### src/rtl/pc_gen_if.sv
// rtl/pc_gen_if.sv - fetch PC generator bus: ex control, BTB training and fetch outputs
//
// Purpose: groups every non-clock/reset signal of pc_gen into one bundle.
// Ports (signals):
//   i_hold_flag[1:0]      ex hold/flush code (01 = hold, 10 = flush, other = run)
//   i_jump_en             ex redirect request
//   i_jump_addr[31:0]     redirect target, bits [1:0] ignored
//   i_bp_upd_en           BTB training strobe
//   i_bp_upd_pc[31:0]     PC of the resolved branch
//   i_bp_upd_target[31:0] resolved target
//   i_bp_upd_taken        resolved direction
//   o_pc_addr[31:0]       current fetch PC
//   o_pred_taken          BTB predicts o_pc_addr taken
//   o_pred_target[31:0]   predicted target, 0 when not predicted
// Modports: master = ex/fetch side driving controls, slave = pc_gen.
interface pc_gen_if;
  logic [1:0]  i_hold_flag;
  logic        i_jump_en;
  logic [31:0] i_jump_addr;
  logic        i_bp_upd_en;
  logic [31:0] i_bp_upd_pc;
  logic [31:0] i_bp_upd_target;
  logic        i_bp_upd_taken;
  logic [31:0] o_pc_addr;
  logic        o_pred_taken;
  logic [31:0] o_pred_target;

  modport master (
    output i_hold_flag, i_jump_en, i_jump_addr,
    output i_bp_upd_en, i_bp_upd_pc, i_bp_upd_target, i_bp_upd_taken,
    input  o_pc_addr, o_pred_taken, o_pred_target
  );

  modport slave (
    input  i_hold_flag, i_jump_en, i_jump_addr,
    input  i_bp_upd_en, i_bp_upd_pc, i_bp_upd_target, i_bp_upd_taken,
    output o_pc_addr, o_pred_taken, o_pred_target
  );
endinterface

### src/rtl/pc_gen.sv
// rtl/pc_gen.sv - fetch-stage PC generator with direct-mapped BTB and 2-bit counters
//
// Purpose: registers the fetch PC and picks the next one from (in priority order)
// an ex redirect, a pipeline hold, a taken BTB prediction, or PC+4.
// Ports:
//   i_Clk       clock, rising edge
//   i_reset_n   synchronous active-low reset
//   bus         pc_gen_if.slave: ex controls, BTB training, fetch PC and prediction
module pc_gen #(
  parameter logic [31:0] RESET_PC    = 32'h0000_0000,
  parameter int          BTB_ENTRIES = 16,
  parameter int          IDX_W       = 4
) (
  input  logic     i_Clk,
  input  logic     i_reset_n,
  pc_gen_if.slave  bus
);

  localparam int         TAG_W     = 32 - IDX_W - 2;
  localparam logic [1:0] HOLD_CODE = 2'b01;

  logic [31:0]      pc_q;
  logic [31:0]      pc_d;

  logic             valid_q  [BTB_ENTRIES];
  logic [TAG_W-1:0] tag_q    [BTB_ENTRIES];
  logic [31:0]      target_q [BTB_ENTRIES];
  logic [1:0]       ctr_q    [BTB_ENTRIES];

  // Lookup for the current fetch PC; always sees pre-update BTB contents.
  logic [IDX_W-1:0] lk_idx;
  logic [TAG_W-1:0] lk_tag;
  logic             lk_hit;
  logic             pred_taken;

  assign lk_idx     = pc_q[IDX_W+1:2];
  assign lk_tag     = pc_q[31:IDX_W+2];
  assign lk_hit     = valid_q[lk_idx] && (tag_q[lk_idx] == lk_tag);
  assign pred_taken = lk_hit && ctr_q[lk_idx][1];

  assign bus.o_pc_addr     = pc_q;
  assign bus.o_pred_taken  = pred_taken;
  assign bus.o_pred_target = pred_taken ? target_q[lk_idx] : 32'h0;

  // Jump overrides hold; flush code falls through to prediction/sequential.
  always_comb begin
    pc_d = pc_q + 32'd4;
    if (bus.i_jump_en) begin
      pc_d = {bus.i_jump_addr[31:2], 2'b00};
    end else if (bus.i_hold_flag == HOLD_CODE) begin
      pc_d = pc_q;
    end else if (pred_taken) begin
      pc_d = {target_q[lk_idx][31:2], 2'b00};
    end
  end

  // Training side, independent of the PC path.
  logic [IDX_W-1:0] up_idx;
  logic [TAG_W-1:0] up_tag;
  logic             up_hit;
  logic [1:0]       up_ctr_d;

  assign up_idx = bus.i_bp_upd_pc[IDX_W+1:2];
  assign up_tag = bus.i_bp_upd_pc[31:IDX_W+2];
  assign up_hit = valid_q[up_idx] && (tag_q[up_idx] == up_tag);

  // Saturating 2-bit counter step.
  always_comb begin
    up_ctr_d = ctr_q[up_idx];
    if (bus.i_bp_upd_taken) begin
      if (ctr_q[up_idx] != 2'b11) up_ctr_d = ctr_q[up_idx] + 2'd1;
    end else begin
      if (ctr_q[up_idx] != 2'b00) up_ctr_d = ctr_q[up_idx] - 2'd1;
    end
  end

  // Low address bits are architecturally ignored.
  logic unused_low_bits;
  assign unused_low_bits = ^{bus.i_jump_addr[1:0], bus.i_bp_upd_pc[1:0]};

  // Tag/target need no reset: valid gates every use of them.
  always_ff @(posedge i_Clk) begin
    if (!i_reset_n) begin
      pc_q <= RESET_PC;
      for (int i = 0; i < BTB_ENTRIES; i++) begin
        valid_q[i] <= 1'b0;
        ctr_q[i]   <= 2'b01;
      end
    end else begin
      pc_q <= pc_d;
      if (bus.i_bp_upd_en) begin
        if (up_hit) begin
          target_q[up_idx] <= bus.i_bp_upd_target;
          ctr_q[up_idx]    <= up_ctr_d;
        end else if (bus.i_bp_upd_taken) begin
          valid_q[up_idx]  <= 1'b1;
          tag_q[up_idx]    <= up_tag;
          target_q[up_idx] <= bus.i_bp_upd_target;
          ctr_q[up_idx]    <= 2'b10;
        end
      end
    end
  end

endmodule
### src/flat_wrapper.sv
// flat-port wrapper written by rule: the top's interface ports become plain ports
module pc_gen_flat 
#(
  parameter logic [31:0] RESET_PC    = 32'h0000_0000,
  parameter int          BTB_ENTRIES = 16,
  parameter int          IDX_W       = 4
)
  (i_Clk, i_reset_n, bus_i_hold_flag, bus_i_jump_en, bus_i_jump_addr, bus_i_bp_upd_en, bus_i_bp_upd_pc, bus_i_bp_upd_target, bus_i_bp_upd_taken, bus_o_pc_addr, bus_o_pred_taken, bus_o_pred_target);
  pc_gen_if bus_i ();
  input  logic i_Clk;
  input  logic i_reset_n;
  input wire logic [$bits(bus_i.i_hold_flag)-1:0] bus_i_hold_flag;
  input wire logic [$bits(bus_i.i_jump_en)-1:0] bus_i_jump_en;
  input wire logic [$bits(bus_i.i_jump_addr)-1:0] bus_i_jump_addr;
  input wire logic [$bits(bus_i.i_bp_upd_en)-1:0] bus_i_bp_upd_en;
  input wire logic [$bits(bus_i.i_bp_upd_pc)-1:0] bus_i_bp_upd_pc;
  input wire logic [$bits(bus_i.i_bp_upd_target)-1:0] bus_i_bp_upd_target;
  input wire logic [$bits(bus_i.i_bp_upd_taken)-1:0] bus_i_bp_upd_taken;
  output wire logic [$bits(bus_i.o_pc_addr)-1:0] bus_o_pc_addr;
  output wire logic [$bits(bus_i.o_pred_taken)-1:0] bus_o_pred_taken;
  output wire logic [$bits(bus_i.o_pred_target)-1:0] bus_o_pred_target;
  assign bus_i.i_hold_flag = bus_i_hold_flag;
  assign bus_i.i_jump_en = bus_i_jump_en;
  assign bus_i.i_jump_addr = bus_i_jump_addr;
  assign bus_i.i_bp_upd_en = bus_i_bp_upd_en;
  assign bus_i.i_bp_upd_pc = bus_i_bp_upd_pc;
  assign bus_i.i_bp_upd_target = bus_i_bp_upd_target;
  assign bus_i.i_bp_upd_taken = bus_i_bp_upd_taken;
  assign bus_o_pc_addr = bus_i.o_pc_addr;
  assign bus_o_pred_taken = bus_i.o_pred_taken;
  assign bus_o_pred_target = bus_i.o_pred_target;
  pc_gen #(.RESET_PC(RESET_PC), .BTB_ENTRIES(BTB_ENTRIES), .IDX_W(IDX_W)) u_core (.i_Clk(i_Clk), .i_reset_n(i_reset_n), .bus(bus_i));
endmodule
### config.mk
export PLATFORM = sky130hd
export DESIGN_NAME = pc_gen_flat
export DESIGN_NICKNAME = d
export VERILOG_FILES = /design/src/rtl/pc_gen_if.sv /design/src/rtl/pc_gen.sv /design/src/flat_wrapper.sv
export SDC_FILE = /design/constraint.sdc
export NUM_CORES = 1
export LEC_CHECK = 0
export CORE_MARGIN = 2
export CORE_UTILIZATION = 60
export DETAILED_ROUTE_END_ITERATION = 10
export DONT_BUFFER_PORTS = 1
export PLACE_DENSITY = 0.76
export SLEW_MARGIN = 20
export SYNTH_ARGS = -nofsm -noshare
export SYNTH_HDL_FRONTEND = slang
export SYNTH_SLANG_ARGS = --single-unit
### constraint.sdc
create_clock -name i_Clk -period 8.9 [get_ports i_Clk]
set_clock_uncertainty 0.2 [all_clocks]
set_input_delay 0.89 -clock i_Clk [delete_from_list [all_inputs] [get_ports i_Clk]]
set_output_delay 0.89 -clock i_Clk [all_outputs]
set_load 0.05 [all_outputs]
After elaboration in Yosys (flattened, before gate mapping):

Memory sizes are Yosys's and may differ from the RTL's. A register that Yosys moved wholly into a read port is not among the register bits.
Cells that the tools add are included.

* register bits after elaboration: 32
* memory bits (writable): 976
* input port bits: 103
* output and inout port bits: 65
* word-level logic and storage cells: 57
* memories: 4

Memories
* u_core.target_q: depth 16, bits a word 32, read ports 1, clocked after memory_dff 1, wr ports 1, RTL line pc_gen.sv:27 `logic [31:0] target_q [BTB_ENTRIES];`
* u_core.tag_q: depth 16, bits a word 26, read ports 2, clocked after memory_dff 1, wr ports 1, RTL line pc_gen.sv:26 `logic [TAG_W-1:0] tag_q [BTB_ENTRIES];`
* u_core.ctr_q: depth 16, bits a word 2, read ports 2, clocked after memory_dff 1, wr ports 16, RTL line pc_gen.sv:28 `logic [1:0] ctr_q [BTB_ENTRIES];`
* u_core.valid_q: depth 16, bits a word 1, read ports 2, clocked after memory_dff 1, wr ports 16, RTL line pc_gen.sv:25 `logic valid_q [BTB_ENTRIES];`

* add/sub/neg operators: 3
* equality and inequality tests: 5
* muxes and demuxes: 33
* bitwise operators: 3
* reductions and logical operators: 7

Operator list (number)
* two-way mux 32 bit: 5
* == test 26 bit: 2
* two-way mux 4 bit: 10
* adder 32 x 3 -> 32 bit, second input constant: 1
* two-way mux 1 bit: 13
* two-way mux 2 bit: 5
* inequality test 2 bit, second input constant: 2
* OR reduction 2 bit: 2
* logical AND 1 bit: 3
* adder 2 x 1 -> 2 bit, second input constant: 1
* == test 2 x 1 -> 1 bit, second input constant: 1
* OR 1 bit: 2
* nonzero test 2 bit: 1
* subtractor 2 x 1 -> 2 bit, second input constant: 1
* NOT 1 bit: 1
* OR reduction 1 bit: 1

Depth between registers and ports, before layout:

An unclocked memory read counts as a cell.

* word-level depth: 10
* depth in mapped cells: 16
* mapped depth without buffers: 10

Least setup slack after synthesis:

Ideal clock, no wire load.

* path kind: input-to-reg
* start: input bus_i_bp_upd_pc[3]
* end: memory u_core.target_q[8][0] (enable)
* setup time: 0.461 ns
* arrival time: 6.197 ns
* data required time: 8.239 ns
* slack: 2.042 ns
* stages on the path: 12
* path buffers: 3
* cells stage by stage: clkbuf_1 -> buf_2 -> clkbuf_1 -> mux4_2 -> mux4_2 -> nand2_1 -> nand4_1 -> or4_1 -> or4_4 -> nand2_4 -> nand2_2 -> nor3_1

* longest elaborated chain between the ends: 8
* elaborated cells on any way between the ends: 13
* classes of those cells: eq/ne (1); mux (8); bitwise (1); reduce/logical (1); memory (2)

RTL lines
* start, declared: RTL line flat_wrapper.sv:16 `input wire logic [$bits(bus_i.i_bp_upd_pc)-1:0] bus_i_bp_upd_pc;`
* memory (16 x 26 bit)
* == test 26 bit: RTL line pc_gen.sv:65 `assign up_hit = valid_q[up_idx] && (tag_q[up_idx] == up_tag);`
* logical AND 1 bit: RTL line pc_gen.sv:65
* two-way mux 1 bit: RTL line pc_gen.sv:92 `if (up_hit) begin`
* two-way mux 1 bit: RTL line pc_gen.sv:91 `if (bus.i_bp_upd_en) begin`
* two-way mux 1 bit: RTL line pc_gen.sv:83 `if (!i_reset_n) begin`
* two-way mux 1 bit, on equally long branches: RTL line pc_gen.sv:93, pc_gen.sv:98
* OR 1 bit (no source line)
* end, declared: RTL line pc_gen.sv:27

Parallel ways exist; a longest one is shown, timed or not.

==> metrics.txt <==
PortBufs=0; relative slew slack=0.2227; I/O Pins=168; Hold Crit Endpoint=u_core.target_q[12][27]; crit path DAT=5.71 ns; sequential area share after synthesis=0.6765; setup slack after layout=2.104 ns; CTS tree=yes; R2R setup slack=3.21 ns; Peak Freq=147.2 MHz; TritonCTS buffer count=100; synth top area cells=edfxtp_1 65%, mux4_2 20%, dfxtp_1 2.4%, mux2i_1 1.3%, and3_1 0.81%; kind of end point of the critical path=primary output; Slew Viols, Final=0; post-CTS sizing=0; Final ANT Viol Nets=0; vias in the first global route=24.96k; die width=275.3 um; die height=275.3 um; largest net degree at the start of global routing=124; post-synth top area cell=edfxtp_1; critical path class=reg2out; Core Rows=99; min cycle time layout=6.796 ns; drt pass-1 iters=5; leakage power=0.01523 uW; Cells after Synth=2307; post-cts hold buffer count=0; Max VDD drop=206.2 uV; layout cells sized above 1=0.2799; Final Routed Wirelength=122.2 mm; RSZ-0062 raised after global routing=no; Tcrit/Tclk final=0.7636; worst-path fanout max=39; clock latency on the worst-skew pair=0.67 ns; Max H-tree Level=3; Least-Margin Pin Slew=1.164 ns; Area Growth Syn to Fin=10.03%; Die Area=75770 um^2; Worst Hold Path Cells=0; CP max stage delay=0.93 ns; Yosys cell types=74; Post-CTS Setup Bufs=0; cells on worst reg2reg path=10; Clock Sinks=1012; number of flops mapped to enable cells by yosys=960; GRT overflow=0; Avg Cell Area, Syn=19.14 um^2; global placer's final weighted congestion=0.9188; clk slew on worst S/H paths=0.07 ns; initial drt markers=3503; outcome=completed; Power per Cell Area=209.9 nW/um^2; Hold Crit Start=bus_i_bp_upd_target[27]; hpwl dp=71.21 mm; initial core utilization=0.6051; post-DR wirelength/cell=36.28 um; antenna violations before repair=16; vias=24.64k; Longest Clk Path Bufs=3; Max Cap Violations=0; post-place setup slack=2.850 ns; Final Hold Fails=0; CP max stage cell=dfxtp_4; Post-synth top flop=edfxtp_1; vias per cell=7.314; nets=2426; Setup TNS=0 ns; flops & latches, synth=1012; CP Cell Sequence=buf_12, mux4_2, a22oi_1, a21oi_1, nor4b_1, nand4_1, nor3_2, nand2_1, buf_4, nor2_1; Total Routing Usage GR=0.3272; Hold WS=0.09811 ns; ys async rst share=0; Worst Hold Class=in2reg; Core ar.=72960 um^2; # setup viols final=0; first-pass GRT wire length=174.5 mm; post-synth top area share=0.6530; Remaining DRCs=0; root buffer cell=clkbuf_16; worst endpoint required time=7.81 ns; syn_nets=2411; CP startpoint kind=register; area of the mapped netlist=44150 um^2; Yosys warnings=0
## flip-flops by register name (all words and copies together), names as in the netlist, named ones only
name                  flops
u_core.bus.o_pc_addr     32
u_core.ctr_q             32
u_core.tag_q            416
u_core.target_q         512
u_core.valid_q           16
## worst max-delay path by stage
| stage | start | endpoint | slack (ns) | cells after the start |
|---|---|---|---|---|
| 6_report | register | bus_o_pred_target[2] | 2.10 | 10 |
| 5_1_grt | register | bus_o_pred_target[2] | 1.92 | 10 |
| 4_1_cts | register | bus_o_pred_target[2] | 2.15 | 10 |
| 3_5_place_dp | register | bus_o_pred_target[2] | 2.85 | 10 |
| 3_3_place_gp | register | bus_o_pred_target[2] | 2.84 | 10 |
| 2_1_floorplan | bus_i_bp_upd_pc[3] | u_core.target_q[8][0] | 2.04 | 12 |
## synth_stat cells (8+ instances only)
cell type,number
a22oi_1,26
nor2b_1,10
nor4_1,18
nor2_1,60
dfxtp_1,52
nand2_1,88
a21o_1,15
edfxtp_1,960
a31oi_1,10
nand2b_1,20
clkbuf_1,94
xnor2_1,37
o21a_1,8
and3_1,57
mux4_2,391
o31ai_1,17
xor2_1,9
buf_2,40
buf_1,14
o21ai_0,43
mux2i_1,57
nand3_1,41
nand4_1,20
mux2_2,8
a21oi_1,29
nor3_1,47
buf_4,10
## layer usage
| metal | part of all wire | wire, um | up-vias | GRT usage |
|---|---|---|---|---|
| met5 | 0.0011 | 135 | - | 0 |
| met2 | 0.48 | 59030 | 1737 | 0.5189 |
| li1 | - | - | 9780 | - |
| met4 | 0.037 | 4545 | 20 | 0.1124 |
| met3 | 0.14 | 17100 | 317 | 0.1265 |
| met1 | 0.34 | 41370 | 12780 | 0.4186 |
## cell families after synthesis
group	Yosys count	synth area share
mux	457	0.2149
xor+xnor	46	0.009126
flops	1012	0.6765
buf+inv	170	0.01695
simple gates	410	0.04906
compound gates	209	0.03268
fa+ha+maj	3	0.0007368
## area by class of cell
| cell class | count | area, um^2 |
|---|---|---|
| Antenna cell | 8 | 20.02 |
| Timing Repair Buffer | 74 | 600.6 |
| Tap cell | 959 | 1200 |
| Sequential cell | 1012 | 29880 |
| Multi-Input combinational cell | 1125 | 13720 |
| Fill cell | 4572 | 24380 |
| Inverter | 9 | 33.78 |
| Clock buffer | 124 | 2635 |
| Clock inverter | 57 | 486.7 |
## per-stage QoR
stage               area, um^2  utilization  instances  total power, uW
finish                   48580       0.6658       3368            10200
global route             48560       0.6656       3363            10420
CTS                      48520       0.6651       3359            10220
detailed placement       45400       0.6223       3178             6222
global placement         45400       0.6223       3178             6212
floorplan                44150            -       2307             6024
## power breakdown
group | internal (uW) | switching, uW | leakage, uW
clock | 2260 | 1800 | 0.00152
combinational | 380 | 422 | 0.00462
sequential | 5260 | 77.8 | 0.00909
## cells in the final DEF (no fill, tap or decap), types with 14 or more instances in the layout
cell type / n
a21oi_1: 29
mux2i_1: 57
o31ai_1: 17
clkbuf_16: 102
mux4_2: 391
a21o_1: 15
buf_4: 69
nor2_1: 47
clkbuf_1: 22
nor4_1: 14
clkinv_2: 19
dfxtp_1: 47
nand3_1: 41
and3_1: 47
nand4_1: 20
a22oi_1: 26
edfxtp_1: 960
xnor2_1: 37
nor3_1: 39
nand2_1: 88
o21ai_0: 43
clkinv_1: 25
nand2b_1: 19
## worst max-delay path, delay by kind of cell (launching register included)
kind                   cells  cell delay (ns)
AND/OR/NAND/NOR            5             2.47
flip-flops                 1             0.93
buffers and inverters      2             0.70
multiplexers               1             0.55
AO/OA/AOI/OAI              2             0.36
Power figures use the tool's default switching activity.
